File: config.mk
export PLATFORM = sky130hd
export DESIGN_NAME = if_fetch
export DESIGN_NICKNAME = d
export VERILOG_FILES = /design/src/rtl/mips_pkg.sv /design/src/rtl/if_skid.sv /design/src/rtl/if_fetch.sv
export SDC_FILE = /design/constraint.sdc
export NUM_CORES = 1
export LEC_CHECK = 0
export ABC_CLOCK_PERIOD_IN_PS = 2180
export CAP_MARGIN = 20
export CORE_ASPECT_RATIO = 0.9
export CORE_UTILIZATION = 48
export DETAILED_ROUTE_END_ITERATION = 6
export PLACE_DENSITY = 0.77
export SYNTH_ARGS = -nofsm -noshare
export SYNTH_HDL_FRONTEND = slang
export SYNTH_SLANG_ARGS = --single-unit
File: constraint.sdc
create_clock -name clk -period 2.18 [get_ports clk]
set_input_delay 0.654 -clock clk [delete_from_list [all_inputs] [get_ports clk]]
set_output_delay 0.654 -clock clk [all_outputs]
set_load 0.01 [all_outputs]
File: src/rtl/mips_pkg.sv
`default_nettype none
// ============================================================================
//  Module      : mips_pkg
//  Description : Shared widths, reset address, PC step and fetch FSM encoding
//                for the MIPS instruction-fetch slice.
//  Revision    : 1.0  initial release
// ============================================================================
package mips_pkg;

    // Datapath and address width
    localparam int S = 32;

    // First fetch address after reset
    localparam logic [S-1:0] RESET_PC = 32'h0000_0000;

    // Byte distance between consecutive instruction words
    localparam logic [S-1:0] PC_INC = 32'd4;

    // Low address bits that select a byte inside a word
    localparam logic [S-1:0] BYTE_MASK = 32'd3;

    // Fetch FSM encoding
    typedef enum logic [1:0] {
        ST_IDLE  = 2'd0,   // nothing outstanding
        ST_REQ   = 2'd1,   // request outstanding, response kept
        ST_DRAIN = 2'd2,   // request outstanding, response discarded
        ST_HOLD  = 2'd3    // skid full, fetching paused
    } fetch_state_t;

    // Force an address onto a word boundary
    function automatic logic [S-1:0] word_align(input logic [S-1:0] addr);
        return addr & ~BYTE_MASK;
    endfunction

endpackage : mips_pkg
`default_nettype wire

File: src/rtl/if_skid.sv
`default_nettype none
// ============================================================================
//  Module      : if_skid
//  Description : One-entry instruction+PC buffer that catches a fetch
//                response arriving while the output slot is stalled.
//  Revision    : 1.0  initial release
// ============================================================================
module if_skid
    import mips_pkg::*;
(
    input  logic         clk,
    input  logic         rst_n,
    input  logic         load,
    input  logic         unload,
    input  logic         flush,
    input  logic [S-1:0] in_inst,
    input  logic [S-1:0] in_pc,
    output logic [S-1:0] sk_inst,
    output logic [S-1:0] sk_pc,
    output logic         sk_valid
);

    logic [S-1:0] inst_q, inst_d;
    logic [S-1:0] pc_q,   pc_d;
    logic         valid_q, valid_d;

    // Next-entry selection: flush wins, then load, then unload
    always_comb begin
        inst_d  = inst_q;
        pc_d    = pc_q;
        valid_d = valid_q;
        if (flush) begin
            valid_d = 1'b0;
        end else if (load) begin
            inst_d  = in_inst;
            pc_d    = in_pc;
            valid_d = 1'b1;
        end else if (unload) begin
            valid_d = 1'b0;
        end
    end

    // Entry storage, cleared immediately by reset
    always_ff @(posedge clk or negedge rst_n) begin
        if (!rst_n) begin
            inst_q  <= '0;
            pc_q    <= '0;
            valid_q <= 1'b0;
        end else begin
            inst_q  <= inst_d;
            pc_q    <= pc_d;
            valid_q <= valid_d;
        end
    end

    assign sk_inst  = inst_q;
    assign sk_pc    = pc_q;
    assign sk_valid = valid_q;

endmodule : if_skid
`default_nettype wire

File: src/rtl/if_fetch.sv
`default_nettype none
// ============================================================================
//  Module      : if_fetch
//  Description : Instruction-fetch stage. Owns the PC, fetches words over a
//                req/ack handshake, presents inst+pc to IF/ID, absorbs one
//                in-flight response under stall and flushes on redirect.
//  Revision    : 1.0  initial release
// ============================================================================
module if_fetch
    import mips_pkg::*;
(
    input  logic         clk,
    input  logic         reset,        // asynchronous, active-low
    input  logic         stall,
    input  logic         redirect,
    input  logic [S-1:0] redirect_pc,
    output logic         imem_req,
    output logic [S-1:0] imem_addr,
    input  logic         imem_ack,
    input  logic [S-1:0] imem_rdata,
    output logic [S-1:0] if_inst,
    output logic [S-1:0] if_pc,
    output logic         if_valid
);

    fetch_state_t state_q, state_d;
    logic [S-1:0] pc_q, pc_d;
    logic [S-1:0] req_addr_q, req_addr_d;
    logic [S-1:0] inst_q, inst_d;
    logic [S-1:0] opc_q, opc_d;
    logic         valid_q, valid_d;

    logic         sk_load, sk_unload, sk_flush;
    logic [S-1:0] sk_inst, sk_pc;
    logic         sk_valid;

    logic [S-1:0] pc_next;
    logic [S-1:0] target;
    logic         out_free;

    assign pc_next  = pc_q + PC_INC;          // wraps naturally at 2^S
    assign target   = word_align(redirect_pc);
    // Output slot can take a new word if empty or being consumed this cycle
    assign out_free = !valid_q || !stall;

    if_skid u_skid (
        .clk      (clk),
        .rst_n    (reset),
        .load     (sk_load),
        .unload   (sk_unload),
        .flush    (sk_flush),
        .in_inst  (imem_rdata),
        .in_pc    (req_addr_q),
        .sk_inst  (sk_inst),
        .sk_pc    (sk_pc),
        .sk_valid (sk_valid)
    );

    // Next-state, PC, request address and output-slot selection
    always_comb begin
        state_d    = state_q;
        pc_d       = pc_q;
        req_addr_d = req_addr_q;
        inst_d     = inst_q;
        opc_d      = opc_q;
        // A presented word is consumed whenever ID is not stalling
        valid_d    = valid_q && stall;
        sk_load    = 1'b0;
        sk_unload  = 1'b0;
        sk_flush   = 1'b0;

        if (redirect) begin
            // Wrong-path words are dropped from both slots, stall or not
            valid_d  = 1'b0;
            sk_flush = 1'b1;
            pc_d     = target;
            if ((state_q == ST_REQ || state_q == ST_DRAIN) && !imem_ack) begin
                // Old request still open: its response must be thrown away
                state_d = ST_DRAIN;
            end else begin
                state_d    = ST_REQ;
                req_addr_d = target;
            end
        end else begin
            case (state_q)
                ST_IDLE: begin
                    state_d    = ST_REQ;
                    req_addr_d = pc_q;
                end
                ST_REQ: begin
                    if (imem_ack) begin
                        pc_d = pc_next;
                        if (out_free) begin
                            inst_d     = imem_rdata;
                            opc_d      = req_addr_q;
                            valid_d    = 1'b1;
                            req_addr_d = pc_next;
                        end else begin
                            // Output slot is stuck: park the word and pause
                            sk_load = 1'b1;
                            state_d = ST_HOLD;
                        end
                    end
                end
                ST_DRAIN: begin
                    if (imem_ack) begin
                        state_d    = ST_REQ;
                        req_addr_d = pc_q;
                    end
                end
                ST_HOLD: begin
                    if (!stall) begin
                        inst_d     = sk_inst;
                        opc_d      = sk_pc;
                        valid_d    = sk_valid;
                        sk_unload  = 1'b1;
                        state_d    = ST_REQ;
                        req_addr_d = pc_q;
                    end
                end
                default: begin
                    state_d = ST_IDLE;
                end
            endcase
        end
    end

    // Fetch state, PC and output slot; reset takes effect without a clock
    always_ff @(posedge clk or negedge reset) begin
        if (!reset) begin
            state_q    <= ST_IDLE;
            pc_q       <= RESET_PC;
            req_addr_q <= RESET_PC;
            inst_q     <= '0;
            opc_q      <= '0;
            valid_q    <= 1'b0;
        end else begin
            state_q    <= state_d;
            pc_q       <= pc_d;
            req_addr_q <= req_addr_d;
            inst_q     <= inst_d;
            opc_q      <= opc_d;
            valid_q    <= valid_d;
        end
    end

    assign imem_req  = (state_q == ST_REQ) || (state_q == ST_DRAIN);
    assign imem_addr = req_addr_q;
    assign if_inst   = inst_q;
    assign if_pc     = opc_q;
    assign if_valid  = valid_q;

endmodule : if_fetch
`default_nettype wire

==> summary.txt, run 1 <==
Status: finished, final reports clean
Worst min-delay path category: input pin to async pin
Synth warnings: 0
CTS max path bufs: 2
Dominant cell type by area after synthesis: dfrtp_1
CP peak stage delay: 590 ps
Sequential area share after synthesis: 51.0%
Largest net degree at the start of global routing: 66
CTS tree: done
Synth Register Bits: 191
PwrDens: 1330 nW/um2
Non-Filler Instances: 1,335
Worst skew pair latency: 450 ps
Top cells by area, synth: dfrtp_1 51%, mux2_2 8.4%, mux2i_1 7.6%
Reg2reg setup slack: 160 ps
Final Power: 0.0165 W
Vias in the first global route: 7,410
Average size of a mapped cell: 10.6 um2
H-tree levels: 4
Worst setup path startpoint: imem_addr[14]
Slew Limit Fails: 0
Num rows: 48
Die area: 20,100 um2
Slowest CP cell: clkdlybuf4s50_1
ANT cells: 0
# setup viols final: 0
Synth cell types: 57
Buf/Inv on CP: 1
Count leader, synth: dfrtp_1
Post-route design area: 12,400 um2
CTS buffer count: 17
Core ar.: 19,200 um2
R2r endpoint: imem_addr[27]
Crit path max-delay family: buffers and inverters
CTS clock-pin slew for the worst setup and hold paths: 80 ps
CP endpoint: imem_addr[14]
Worst path arrival time: 1500 ps
Initial Util: 49.0%
# DRC: 0
Post-Route WL: 24,200 um
R2R depth: 5
Placed Area: 11,700 um2
Skew final: 14.9 ps
Crit-path cells: clkdlybuf4s50_1
Leak Pwr: 5.17 nW
Layout area overhead: 32.6%
Hpwl dp: 17,100 um
Minimum clock period: 2150 ps
Worst setup EP type: primary output
FFs w/ async S/R, synth: 100%
Worst Path Class, Setup: flop to primary output
Total Routing Usage GR: 24.7%
Number of synthesized flops with an enable pin: 0
Synth cell count leaders: 191 x dfrtp_1, 94 x nor2_1, 81 x a21oi_1
Die span in y: 135 um
Total grt overflow: 0
Max_cap viols: 0
Post-placement cell count: 1,300
First-pass GRT wire length: 38,600 um
Hold Vio Cnt, Final: 0
Final period utilization: 98.8%
Top_reg_cell synth: dfrtp_1
First DRT Iteration DRCs: 530
Nets: 1,145
WP data required: 1530 ps
Post-synth top area share: 51.0%
Wire per inst: 18.1 um
Via count: 7,532
Layout cell share with drive strength beyond 1: 19.0%
Initial DRT Pass Iterations: 5
Max_slew headroom: 64.6%
Max Freq: 464 MHz
Worst-path maximum fanout: 4
Placer Congestion: 0.907
IO buf count: 164
Crit path depth: 1
Cells after Synth: 886
Chip Width: 149 um
CP startpoint kind: flop
Initial antenna violation count: 0
Worst IR drop on VDD: 703 uV
CTS sink cnt: 191
Hold Slack: 129 ps
Vias/cell: 5.64
Worst Max-Slew Pin Slew: 527 ps
Root Buffer: clkbuf_16
Synth Net Count: 959
RSZ-0062 raised after global routing: no
Antenna-violating nets left: 0
Cell area after synthesis: 9380 um2
Reg2reg start: pc_q[8]
Ports: 167
routing by layer:
metal  vias to the layer above  global-route usage, %  wire length [um]  part of all wire (%)
met4                         0                   7.71               388                   1.6
met2                       267                   38.9             11400                    47
met5                         -                      0                 0                     0
met1                      3726                   34.6             10800                    45
met3                        29                   4.80              1540                   6.4
li1                       3510                      -                 -                     -
registers in the layout, indices dropped and copies added, names as in the netlist:
| name | count |
|---|---|
| if_inst | 32 |
| if_pc | 31 |
| if_valid | 1 |
| imem_addr | 31 |
| pc_q | 30 |
| state_q | 2 |
| u_skid.sk_inst | 32 |
| u_skid.sk_pc | 31 |
| u_skid.sk_valid | 1 |
power by group:
| part | leakage, nW | switching [W] | internal, W |
|---|---|---|---|
| Combinational | 2.60 | 0.00335 | 0.00386 |
| Clock | 0.293 | 0.00157 | 0.00156 |
| Sequential | 2.28 | 0.00116 | 0.00503 |
final cells by class:
cell class,count,area (um2)
Clock inverter,15,179
Clock buffer,17,425
Sequential cell,191,4790
Tap cell,250,313
Multi-Input combinational cell,621,4340
Timing Repair Buffer,232,2350
Fill cell,1503,6720
Inverter,9,33.8
through the flow:
step	setup WS [ps]	TNS (ps)	util, %
finish	26.5	0	64.9
global route	3.29	0	64.9
CTS	0.589	0	64.5
detailed placement	-497	-54040	61.3
global placement	-373	-44540	61.3
floorplan	79.2	0	-
placed cells by master, fill, tap and decap left out, types with 3 or more instances in the layout:
cell             synthesis  final
dfrtp_1                191    180
clkdlybuf4s50_1          0    160
nor2_1                  94     93
a21oi_1                 81     81
mux2i_1                 71     71
mux2_2                  70     70
nand2_1                 60     60
buf_4                    3     52
o21ai_0                 32     32
xnor2_1                 31     31
xor2_1                  18     18
clkbuf_16                0     18
nand4_1                 16     16
buf_12                   0     15
nand3_1                 15     14
nor3_1                  14     14
dfrtp_2                  0     11
nand2b_1                 9      9
and3_1                   9      9
nor4_1                  10      9
inv_1                    8      8
o21ai_1                  7      7
inv_6                    0      7
nor2b_1                  6      6
o32ai_1                  6      6
and4_1                   6      6
a21boi_1                 6      6
a31oi_1                  5      5
clkinv_8                 0      5
mux2_1                   4      4
o31a_1                   4      4
and2_1                   4      4
a211oi_1                 3      3
nor4_4                   3      3
nor3_2                   3      3
o31ai_1                  3      3
ha_4                     0      3
what timing repair did:
action | in CTS | in global routing
gates resized for setup | 10 | 12
cloned | 0 | 1
hold buffers | 0 | 0
endpoints found under the setup margin | 6 | 45
buffers inserted | 0 | 2
pin swaps | 0 | 1
how the worst min path moves through the flow:
stage	endpoint	slack (ps)	cells past startpoint
final	if_inst[20]	130	1
after global routing	u_skid.sk_inst[20]	140	1
after CTS	if_inst[20]	130	1
after detailed placement	u_skid.sk_pc[27]	480	1
after global placement	u_skid.sk_pc[27]	470	1
after floorplan	if_inst[0]	360	0
cell families (layout without fill, tap and decap cells):
kind of cell	after synthesis	in the layout	synth area share, %
simple gates	260	260	13.9
flops	191	191	51.0
compound gates	163	163	10.1
mux	145	145	16.5
buf+inv	74	273	3.46
xor+xnor	49	49	4.58
fa+ha+maj	4	4	0.534
Note: power is estimated with default switching activity, not from simulation.
==> inputs of run 2 (changes only) <==
- CTS_BUF_LIST: not set -> sky130_fd_sc_hd__clkbuf_16
==> results of run 2 <==
The final DEF is identical to that of run 1; final timing and power are the same.
